[config.mk]
export PLATFORM = sky130hd
export DESIGN_NAME = id_stage_hz_flat
export DESIGN_NICKNAME = d
export VERILOG_FILES = /design/src/rtl/id_ex_if.sv /design/src/rtl/id_stage_hz.sv /design/src/flat_wrapper.sv
export SDC_FILE = /design/constraint.sdc
export NUM_CORES = 1
export LEC_CHECK = 0
export CAP_MARGIN = 5
export CELL_PAD_IN_SITES_DETAIL_PLACEMENT = 0
export CELL_PAD_IN_SITES_GLOBAL_PLACEMENT = 1
export CORE_ASPECT_RATIO = 0.6
export CORE_UTILIZATION = 35
export CTS_CLUSTER_DIAMETER = 30
export DETAILED_ROUTE_END_ITERATION = 6
export GPL_ROUTABILITY_DRIVEN = 0
export PLACE_DENSITY = 0.61
export SYNTH_ARGS = -nofsm -noshare
export SYNTH_HDL_FRONTEND = slang
export SYNTH_SLANG_ARGS = --single-unit
[constraint.sdc]
create_clock -name clk -period 2.3 [get_ports clk]
set_clock_uncertainty 0.1 [all_clocks]
set_input_delay 0.46 -clock clk [delete_from_list [all_inputs] [get_ports clk]]
set_output_delay 0.46 -clock clk [all_outputs]
set_load 0.005 [all_outputs]
[src/rtl/id_ex_if.sv]
// ID/EX pipeline bundle: the registered decode result handed from the ID stage to EX,
// including the source addresses EX needs for operand forwarding.
interface id_ex_if #(
  parameter int WORD_WIDTH = 32,
  parameter int REG_ADDR_W = 4
);
  logic                  valid_out;
  logic [WORD_WIDTH-1:0] pc;
  logic [WORD_WIDTH-1:0] val_Rn;
  logic [WORD_WIDTH-1:0] val_Rm;
  logic [REG_ADDR_W-1:0] reg_file_dst;
  logic [REG_ADDR_W-1:0] src1_out;
  logic [REG_ADDR_W-1:0] src2_out;
  logic [11:0]           shifter_operand;
  logic [23:0]           signed_immediate;
  logic [3:0]            EX_command;
  logic                  mem_read_out;
  logic                  mem_write_out;
  logic                  WB_en_out;
  logic                  Imm_out;
  logic                  B_out;
  logic                  SR_update_out;

  modport master (
    output valid_out, pc, val_Rn, val_Rm, reg_file_dst, src1_out, src2_out,
           shifter_operand, signed_immediate, EX_command, mem_read_out,
           mem_write_out, WB_en_out, Imm_out, B_out, SR_update_out
  );

  modport slave (
    input  valid_out, pc, val_Rn, val_Rm, reg_file_dst, src1_out, src2_out,
           shifter_operand, signed_immediate, EX_command, mem_read_out,
           mem_write_out, WB_en_out, Imm_out, B_out, SR_update_out
  );
endinterface

[src/rtl/id_stage_hz.sv]
// Pipelined ARM-subset decode stage: write-through register file, RAW hazard detection
// against EX/MEM, and an ID/EX register that takes bubbles on flush, stall or empty slot.
module id_stage_hz #(
  parameter int WORD_WIDTH = 32,
  parameter int REG_ADDR_W = 4,
  parameter int FORWARDING = 0
) (
  input  logic                  clk,
  input  logic                  rst,
  input  logic                  valid_in,
  input  logic [WORD_WIDTH-1:0] pc_in,
  input  logic [WORD_WIDTH-1:0] instruction_in,
  input  logic [3:0]            status_register,
  input  logic                  flush,
  input  logic                  wb_en,
  input  logic [REG_ADDR_W-1:0] wb_addr,
  input  logic [WORD_WIDTH-1:0] wb_data,
  input  logic                  ex_wb_en,
  input  logic                  ex_mem_read,
  input  logic [REG_ADDR_W-1:0] ex_dst,
  input  logic                  mem_wb_en,
  input  logic [REG_ADDR_W-1:0] mem_dst,
  output logic                  hazard,
  id_ex_if.master               id_ex
);

  localparam int NUM_REGS = 2 ** REG_ADDR_W;

  typedef struct packed {
    logic [3:0] cmd;
    logic       mem_read;
    logic       mem_write;
    logic       wb;
    logic       b;
    logic       sr_update;
  } ctrl_t;

  logic [3:0]            cond;
  logic [1:0]            mode;
  logic                  imm;
  logic [3:0]            opcode;
  logic                  s_bit;
  logic [REG_ADDR_W-1:0] rn, rd, rm;

  assign cond   = instruction_in[31:28];
  assign mode   = instruction_in[27:26];
  assign imm    = instruction_in[25];
  assign opcode = instruction_in[24:21];
  assign s_bit  = instruction_in[20];
  assign rn     = instruction_in[16 +: REG_ADDR_W];
  assign rd     = instruction_in[12 +: REG_ADDR_W];
  assign rm     = instruction_in[0 +: REG_ADDR_W];

  function automatic logic cond_pass(input logic [3:0] c, input logic [3:0] sr);
    logic n, z, cy, v;
    {n, z, cy, v} = sr;
    case (c)
      4'b0000: cond_pass = z;
      4'b0001: cond_pass = !z;
      4'b0010: cond_pass = cy;
      4'b0011: cond_pass = !cy;
      4'b0100: cond_pass = n;
      4'b0101: cond_pass = !n;
      4'b0110: cond_pass = v;
      4'b0111: cond_pass = !v;
      4'b1000: cond_pass = cy && !z;
      4'b1001: cond_pass = !cy || z;
      4'b1010: cond_pass = (n == v);
      4'b1011: cond_pass = (n != v);
      4'b1100: cond_pass = !z && (n == v);
      4'b1101: cond_pass = z || (n != v);
      4'b1110: cond_pass = 1'b1;
      default: cond_pass = 1'b0;
    endcase
  endfunction

  ctrl_t                 ctrl;
  logic                  use_src1, use_src2;
  logic [REG_ADDR_W-1:0] src2_addr;

  // NOTE: every signal assigned in this block gets a default first, so no path can infer a latch.
  always_comb begin
    ctrl     = '0;
    use_src1 = 1'b1;
    use_src2 = 1'b0;
    case (mode)
      2'b00: begin
        use_src2 = !imm;
        case (opcode)
          4'b1101: begin ctrl.cmd = 4'b0001; ctrl.wb = 1'b1; ctrl.sr_update = s_bit; use_src1 = 1'b0; end
          4'b1111: begin ctrl.cmd = 4'b1001; ctrl.wb = 1'b1; ctrl.sr_update = s_bit; use_src1 = 1'b0; end
          4'b0100: begin ctrl.cmd = 4'b0010; ctrl.wb = 1'b1; ctrl.sr_update = s_bit; end
          4'b0101: begin ctrl.cmd = 4'b0011; ctrl.wb = 1'b1; ctrl.sr_update = s_bit; end
          4'b0010: begin ctrl.cmd = 4'b0100; ctrl.wb = 1'b1; ctrl.sr_update = s_bit; end
          4'b0110: begin ctrl.cmd = 4'b0101; ctrl.wb = 1'b1; ctrl.sr_update = s_bit; end
          4'b0000: begin ctrl.cmd = 4'b0110; ctrl.wb = 1'b1; ctrl.sr_update = s_bit; end
          4'b1100: begin ctrl.cmd = 4'b0111; ctrl.wb = 1'b1; ctrl.sr_update = s_bit; end
          4'b0001: begin ctrl.cmd = 4'b1000; ctrl.wb = 1'b1; ctrl.sr_update = s_bit; end
          4'b1010: begin ctrl.cmd = 4'b0100; ctrl.sr_update = 1'b1; end
          4'b1000: begin ctrl.cmd = 4'b0110; ctrl.sr_update = 1'b1; end
          default: ;
        endcase
      end
      2'b01: begin
        ctrl.cmd       = 4'b0010;
        ctrl.mem_read  = s_bit;
        ctrl.mem_write = !s_bit;
        ctrl.wb        = s_bit;
        use_src2       = !s_bit;
      end
      2'b10: begin
        ctrl.b   = 1'b1;
        use_src1 = 1'b0;
      end
      default: ;
    endcase
    // Source usage stays independent of the condition; only the controls are squashed.
    if (!cond_pass(cond, status_register)) ctrl = '0;
  end

  // STR reads Rd as its store data, so the second read port follows Rd for it.
  assign src2_addr = (mode == 2'b01 && !s_bit) ? rd : rm;

  logic raw;
  always_comb begin
    raw = 1'b0;
    if (FORWARDING == 0) begin
      raw = (use_src1 && ((ex_wb_en && rn == ex_dst) || (mem_wb_en && rn == mem_dst))) ||
            (use_src2 && ((ex_wb_en && src2_addr == ex_dst) || (mem_wb_en && src2_addr == mem_dst)));
    end else begin
      raw = ex_wb_en && ex_mem_read &&
            ((use_src1 && rn == ex_dst) || (use_src2 && src2_addr == ex_dst));
    end
  end

  assign hazard = valid_in && !flush && raw;

  logic [WORD_WIDTH-1:0] regs [NUM_REGS];

  // NOTE: this array is cleared on reset, so it maps to flops rather than a RAM macro.
  always_ff @(posedge clk or negedge rst) begin
    if (!rst) begin
      for (int i = 0; i < NUM_REGS; i++) regs[i] <= '0;
    end else if (wb_en) begin
      regs[wb_addr] <= wb_data;
    end
  end

  logic [WORD_WIDTH-1:0] rd_val1, rd_val2;
  assign rd_val1 = (wb_en && wb_addr == rn)        ? wb_data : regs[rn];
  assign rd_val2 = (wb_en && wb_addr == src2_addr) ? wb_data : regs[src2_addr];

  logic bubble;
  assign bubble = flush || hazard || !valid_in;

  // NOTE: sequential state uses non-blocking assignments so all flops update from pre-edge values.
  always_ff @(posedge clk or negedge rst) begin
    if (!rst) begin
      id_ex.valid_out        <= 1'b0;
      id_ex.pc               <= '0;
      id_ex.val_Rn           <= '0;
      id_ex.val_Rm           <= '0;
      id_ex.reg_file_dst     <= '0;
      id_ex.src1_out         <= '0;
      id_ex.src2_out         <= '0;
      id_ex.shifter_operand  <= '0;
      id_ex.signed_immediate <= '0;
      id_ex.Imm_out          <= 1'b0;
      id_ex.EX_command       <= '0;
      id_ex.mem_read_out     <= 1'b0;
      id_ex.mem_write_out    <= 1'b0;
      id_ex.WB_en_out        <= 1'b0;
      id_ex.B_out            <= 1'b0;
      id_ex.SR_update_out    <= 1'b0;
    end else begin
      id_ex.pc               <= pc_in;
      id_ex.val_Rn           <= rd_val1;
      id_ex.val_Rm           <= rd_val2;
      id_ex.reg_file_dst     <= rd;
      id_ex.src1_out         <= rn;
      id_ex.src2_out         <= src2_addr;
      id_ex.shifter_operand  <= instruction_in[11:0];
      id_ex.signed_immediate <= instruction_in[23:0];
      id_ex.Imm_out          <= imm;
      if (bubble) begin
        id_ex.valid_out     <= 1'b0;
        id_ex.EX_command    <= '0;
        id_ex.mem_read_out  <= 1'b0;
        id_ex.mem_write_out <= 1'b0;
        id_ex.WB_en_out     <= 1'b0;
        id_ex.B_out         <= 1'b0;
        id_ex.SR_update_out <= 1'b0;
      end else begin
        id_ex.valid_out     <= 1'b1;
        id_ex.EX_command    <= ctrl.cmd;
        id_ex.mem_read_out  <= ctrl.mem_read;
        id_ex.mem_write_out <= ctrl.mem_write;
        id_ex.WB_en_out     <= ctrl.wb;
        id_ex.B_out         <= ctrl.b;
        id_ex.SR_update_out <= ctrl.sr_update;
      end
    end
  end

endmodule

[src/flat_wrapper.sv]
// flat-port wrapper written by rule: the top's interface ports become plain ports
module id_stage_hz_flat 
#(
  parameter int WORD_WIDTH = 32,
  parameter int REG_ADDR_W = 4,
  parameter int FORWARDING = 0
)
  (clk, rst, valid_in, pc_in, instruction_in, status_register, flush, wb_en, wb_addr, wb_data, ex_wb_en, ex_mem_read, ex_dst, mem_wb_en, mem_dst, hazard, id_ex_valid_out, id_ex_pc, id_ex_val_Rn, id_ex_val_Rm, id_ex_reg_file_dst, id_ex_src1_out, id_ex_src2_out, id_ex_shifter_operand, id_ex_signed_immediate, id_ex_EX_command, id_ex_mem_read_out, id_ex_mem_write_out, id_ex_WB_en_out, id_ex_Imm_out, id_ex_B_out, id_ex_SR_update_out);
  id_ex_if #(.WORD_WIDTH(WORD_WIDTH), .REG_ADDR_W(REG_ADDR_W)) id_ex_i ();
  input  logic clk;
  input  logic rst;
  input  logic valid_in;
  input  logic [WORD_WIDTH-1:0] pc_in;
  input  logic [WORD_WIDTH-1:0] instruction_in;
  input  logic [3:0] status_register;
  input  logic flush;
  input  logic wb_en;
  input  logic [REG_ADDR_W-1:0] wb_addr;
  input  logic [WORD_WIDTH-1:0] wb_data;
  input  logic ex_wb_en;
  input  logic ex_mem_read;
  input  logic [REG_ADDR_W-1:0] ex_dst;
  input  logic mem_wb_en;
  input  logic [REG_ADDR_W-1:0] mem_dst;
  output logic hazard;
  output wire logic [$bits(id_ex_i.valid_out)-1:0] id_ex_valid_out;
  output wire logic [$bits(id_ex_i.pc)-1:0] id_ex_pc;
  output wire logic [$bits(id_ex_i.val_Rn)-1:0] id_ex_val_Rn;
  output wire logic [$bits(id_ex_i.val_Rm)-1:0] id_ex_val_Rm;
  output wire logic [$bits(id_ex_i.reg_file_dst)-1:0] id_ex_reg_file_dst;
  output wire logic [$bits(id_ex_i.src1_out)-1:0] id_ex_src1_out;
  output wire logic [$bits(id_ex_i.src2_out)-1:0] id_ex_src2_out;
  output wire logic [$bits(id_ex_i.shifter_operand)-1:0] id_ex_shifter_operand;
  output wire logic [$bits(id_ex_i.signed_immediate)-1:0] id_ex_signed_immediate;
  output wire logic [$bits(id_ex_i.EX_command)-1:0] id_ex_EX_command;
  output wire logic [$bits(id_ex_i.mem_read_out)-1:0] id_ex_mem_read_out;
  output wire logic [$bits(id_ex_i.mem_write_out)-1:0] id_ex_mem_write_out;
  output wire logic [$bits(id_ex_i.WB_en_out)-1:0] id_ex_WB_en_out;
  output wire logic [$bits(id_ex_i.Imm_out)-1:0] id_ex_Imm_out;
  output wire logic [$bits(id_ex_i.B_out)-1:0] id_ex_B_out;
  output wire logic [$bits(id_ex_i.SR_update_out)-1:0] id_ex_SR_update_out;
  assign id_ex_valid_out = id_ex_i.valid_out;
  assign id_ex_pc = id_ex_i.pc;
  assign id_ex_val_Rn = id_ex_i.val_Rn;
  assign id_ex_val_Rm = id_ex_i.val_Rm;
  assign id_ex_reg_file_dst = id_ex_i.reg_file_dst;
  assign id_ex_src1_out = id_ex_i.src1_out;
  assign id_ex_src2_out = id_ex_i.src2_out;
  assign id_ex_shifter_operand = id_ex_i.shifter_operand;
  assign id_ex_signed_immediate = id_ex_i.signed_immediate;
  assign id_ex_EX_command = id_ex_i.EX_command;
  assign id_ex_mem_read_out = id_ex_i.mem_read_out;
  assign id_ex_mem_write_out = id_ex_i.mem_write_out;
  assign id_ex_WB_en_out = id_ex_i.WB_en_out;
  assign id_ex_Imm_out = id_ex_i.Imm_out;
  assign id_ex_B_out = id_ex_i.B_out;
  assign id_ex_SR_update_out = id_ex_i.SR_update_out;
  id_stage_hz #(.WORD_WIDTH(WORD_WIDTH), .REG_ADDR_W(REG_ADDR_W), .FORWARDING(FORWARDING)) u_core (.clk(clk), .rst(rst), .valid_in(valid_in), .pc_in(pc_in), .instruction_in(instruction_in), .status_register(status_register), .flush(flush), .wb_en(wb_en), .wb_addr(wb_addr), .wb_data(wb_data), .ex_wb_en(ex_wb_en), .ex_mem_read(ex_mem_read), .ex_dst(ex_dst), .mem_wb_en(mem_wb_en), .mem_dst(mem_dst), .hazard(hazard), .id_ex(id_ex_i));
endmodule
==> metrics.txt <==
# TYPE chip_impl_metric gauge
chip_impl_info{name="outcome",value="finished with violations"} 1
chip_impl_info{name="failed_checks",value="setup timing"} 1
chip_impl_metric{name="synthesis.area_per_instance",unit="um^2"} 12.6
chip_impl_metric{name="global_route_wire_length_before_repair",unit="um"} 165000
chip_impl_metric{name="share_of_synthesized_flip_flops_with_an_asynchronous_set_or_reset",unit="%"} 100
chip_impl_metric{name="final_core_utilization",unit="%"} 48.0
chip_impl_metric{name="p_per_area",unit="nW/um^2"} 986
chip_impl_metric{name="fmax",unit="GHz"} 0.390
chip_impl_metric{name="antenna_cells",unit=""} 0
chip_impl_metric{name="seq_total_area_yosys",unit="%"} 50.3
chip_impl_metric{name="hpwl",unit="um"} 69100
chip_impl_metric{name="start_util",unit="%"} 35.6
chip_impl_metric{name="p_clk_share",unit="%"} 43.8
chip_impl_info{name="cp_slowest_cell",value="sky130_fd_sc_hd__mux2i_4"} 1
chip_impl_metric{name="placed_cells_incl_taps",unit=""} 4031
chip_impl_metric{name="yosys_warnings",unit=""} 0
chip_impl_metric{name="fin_hold_ws",unit="ns"} 0.0496
chip_impl_metric{name="power.internal",unit="mW"} 31.2
chip_impl_metric{name="antenna_left",unit=""} 0
chip_impl_metric{name="ir_worst_vdd",unit="mV"} 0.722
chip_impl_info{name="synth_ff_type",value="sky130_fd_sc_hd__dfrtp_1"} 1
chip_impl_info{name="critPathLaunchType",value="primary input"} 1
chip_impl_metric{name="synth_seq_cells",unit=""} 647
chip_impl_metric{name="first_global_vias",unit=""} 24700
chip_impl_metric{name="postSynthCellCount",unit=""} 2545
chip_impl_info{name="critical_path.endpoint_type",value="primary output"} 1
chip_impl_metric{name="path_clk_slew",unit="ns"} 0.05
chip_impl_metric{name="cts_num_sinks",unit=""} 647
chip_impl_metric{name="final_layout_size_suffix_gt1_share",unit="%"} 41.6
chip_impl_metric{name="p_sw",unit="mW"} 11.6
chip_impl_metric{name="grt_antenna_before_repair",unit=""} 0
chip_impl_info{name="hold_path_class",value="in -> reg"} 1
chip_impl_metric{name="core",unit="um^2"} 90400
chip_impl_metric{name="groute.usage.overall",unit="%"} 23.3
chip_impl_metric{name="globalRouteOverflowTotal",unit=""} 0
chip_impl_metric{name="fin_tns_setup",unit="ns"} -0.262
chip_impl_metric{name="timing.max_slew.rel_slack",unit="%"} 43.8
chip_impl_metric{name="die_width",unit="um"} 394
chip_impl_metric{name="place.port_buffers",unit=""} 274
chip_impl_metric{name="die_area",unit="um^2"} 93200
chip_impl_metric{name="critical-path-max-stage-delay",unit="ns"} 0.26
chip_impl_metric{name="num_rows",unit=""} 85
chip_impl_metric{name="wl_per_cell",unit="um"} 25.7
chip_impl_metric{name="worst_ep_required_time",unit="ns"} 1.74
chip_impl_metric{name="setup_violations",unit=""} 1
chip_impl_metric{name="mappedNetlistArea",unit="um^2"} 32200
chip_impl_metric{name="cap_viol_max_count",unit=""} 0
chip_impl_info{name="layout.cells.most_common",value="sky130_fd_sc_hd__dfrtp_1"} 1
chip_impl_metric{name="final_cells",unit=""} 4276
chip_impl_metric{name="final_net_count",unit=""} 3076
chip_impl_metric{name="fin_crit_sh",unit="%"} 111
chip_impl_metric{name="timing_max_transition_violations_final",unit=""} 0
chip_impl_metric{name="grt_max_degree",unit=""} 99
chip_impl_metric{name="ioPinCount",unit=""} 276
chip_impl_metric{name="path_max_fanout",unit=""} 4
chip_impl_metric{name="drt_iter0_drc",unit=""} 2199
chip_impl_info{name="cts_tree",value="yes"} 1
chip_impl_metric{name="h-tree-depth",unit=""} 3
chip_impl_metric{name="wirelength",unit="um"} 110000
chip_impl_metric{name="max_slew.worst_pin.slew",unit="ns"} 0.844
chip_impl_metric{name="floorplan.die.height",unit="um"} 237
chip_impl_metric{name="crit_arrival",unit="ns"} 2.00
chip_impl_metric{name="post_synthesis_to_final_layout_area_growth",unit="%"} 34.8
chip_impl_metric{name="cts_buffers",unit=""} 118
chip_impl_metric{name="pre_cts_ws",unit="ns"} -1.21
chip_impl_info{name="path_cells",value="buf_8, nor3b_2, buf_4, buf_12, mux2i_4, xnor2_1, nor2_1, nand4_1, a21oi_2, buf_2"} 1
chip_impl_info{name="rsz0062_at_grt",value="true"} 1
chip_impl_metric{name="netSwitchingFraction",unit="%"} 27.1
chip_impl_metric{name="power_frac_seq",unit="%"} 37.0
chip_impl_metric{name="firstDrtPassIters",unit=""} 6
chip_impl_info{name="root_buffer",value="sky130_fd_sc_hd__clkbuf_16"} 1
chip_impl_metric{name="clock_insertion_delay_worst_skew",unit="ns"} 0.71
chip_impl_metric{name="synthesis.nets",unit=""} 2665
chip_impl_info{name="timing.setup.critical_path_class",value="in -> out"} 1
chip_impl_metric{name="num_vias",unit=""} 24300
chip_impl_metric{name="timing.final.ws_setup",unit="ns"} -0.262
chip_impl_metric{name="timing.final.crit_period",unit="ns"} 2.56
chip_impl_metric{name="synthDistinctLibCells",unit=""} 51
chip_impl_metric{name="p_leak",unit="nW"} 18.0
chip_impl_metric{name="number_of_synthesized_flops_with_an_enable_pin",unit=""} 0
chip_impl_metric{name="vias_per_cell",unit=""} 5.67
chip_impl_info{name="layout_common_cells",value="sky130_fd_sc_hd__dfrtp_1, sky130_fd_sc_hd__mux2_2, sky130_fd_sc_hd__a21oi_1"} 1
chip_impl_metric{name="clockBufferDepth",unit=""} 3
chip_impl_metric{name="hold_violations",unit=""} 0
chip_impl_metric{name="comb_power_share",unit="%"} 19.2
chip_impl_metric{name="post-route-drc-count",unit=""} 0
## cell families (layout without fill, tap and decap cells)
logic type / after synthesis / count (layout) / synth area share [%]
AOI/OAI and AO/OA: 510 / 510 / 9.82
muxes: 715 / 715 / 30.6
DFF: 647 / 647 / 50.3
xor gates and xnor gates: 24 / 24 / 0.653
and+or+nand+nor: 370 / 370 / 4.79
buffers and inverters: 279 / 792 / 3.79
## final cells by class
type                       count  area, um^2
tap                         1218        1520
multi-input combinational   1619       15100
sequential                   647       16200
timing repair buffer         559        6140
clock inverter                77        1090
fill                        7834       47000
inverter                      11        66.3
clock buffer                 145        3240
## metrics by stage
step                cell area (um^2)  power, mW
floorplan                      32500       20.3
global placement               38500       23.7
detailed placement             38500       23.9
CTS                            43000       42.9
global route                   43400       44.6
finish                         43400       42.8
## worst max-delay path, delay by kind of cell
family	cells	cell delay [ns]
buffers and inverters	4	0.54
and+or+nand+nor	3	0.47
muxes	1	0.26
AOI/OAI and AO/OA	1	0.18
xor gates and xnor gates	1	0.10
## cells in the mapped netlist (all sizes together), types with 2 or more instances
master  number  share of area (%)
dfrtp      647                 50
mux2       545                 19
a21oi      327                5.1
nand2      262                3.1
mux4       162                 11
clkbuf     145                1.7
buf        123                2.0
a221oi      93                2.6
a22oi       62                1.4
nor2        52               0.61
xor2        13               0.35
nor3        11               0.17
xnor2       11               0.30
inv         10               0.12
mux2i        8               0.25
nand3        8               0.12
nor3b        7               0.16
o21ai        7               0.11
nand2b       6               0.12
a211oi       5               0.12
nor2b        5              0.097
nand3b       4              0.093
a31oi        3              0.058
o211ai       3              0.070
and3         2              0.039
nand4b       2              0.054
nor4         2              0.039
or3          2              0.039
## layer usage
layer  GRT usage [%]  vias up  wire (um)
li1                -    10300          -
met1            34.2    12600      50800
met2            34.0     1092      47800
met3            5.17      222       8270
met4            7.30        0       3040
met5               0        -          0
## sequential cells by signal, indices dropped and copies added (netlist names)
signal	count
u_core.id_ex.val_Rn	32
u_core.id_ex.Imm_out	1
u_core.id_ex.SR_update_out	1
u_core.id_ex.pc	32
u_core.id_ex.reg_file_dst	3
u_core.id_ex.WB_en_out	1
u_core.id_ex.val_Rm	32
u_core.regs	512
u_core.id_ex.shifter_operand	11
u_core.id_ex.src2_out	4
u_core.id_ex.B_out	1
u_core.id_ex.src1_out	3
u_core.id_ex.mem_read_out	1
u_core.id_ex.EX_command	4
u_core.id_ex.valid_out	1
u_core.id_ex.signed_immediate	7
u_core.id_ex.mem_write_out	1
## worst paths after layout
path	start	end	slack (ns)	depth (start not counted)
hold reg to reg	u_core.regs[429]$_DFFE_PN0P_	u_core.regs[429]$_DFFE_PN0P_	0.43	1
setup / recovery	instruction_in[20]	hazard	-0.26	10
setup reg to reg	u_core.regs[132]$_DFFE_PN0P_	u_core.id_ex.val_Rn[4]$_DFF_PN0_	0.33	3
max in group asynchronous	rst	u_core.regs[47]$_DFFE_PN0P_	0.98	4
hold / removal	instruction_in[14]	u_core.id_ex.reg_file_dst[2]$_DFF_PN0_	0.05	1
min in group asynchronous	rst	u_core.id_ex.shifter_operand[8]$_DFF_PN0_	0.23	2
## power groups by stage
stage	Sequential [mW]	Clock (mW)	Combinational, mW
after global placement	15.8	0	7.86
final	15.8	18.7	8.23
after CTS	15.8	19.1	8.10
after detailed placement	15.9	0	8.03
after global routing	16.1	19.7	8.85
after floorplan	15.2	0	5.11
## what timing repair did
| item | CTS | global route |
|---|---|---|
| hold buffers | 8 | 0 |
| pin swaps | 8 | 13 |
| resized for setup | 38 | 46 |
| cloned | 0 | 5 |
| endpoints found under the setup margin | 38 | 29 |
| endpoints found under the hold margin | 40 | 0 |
| setup buffers | 5 | 5 |
(Power assumes the default switching activity.)
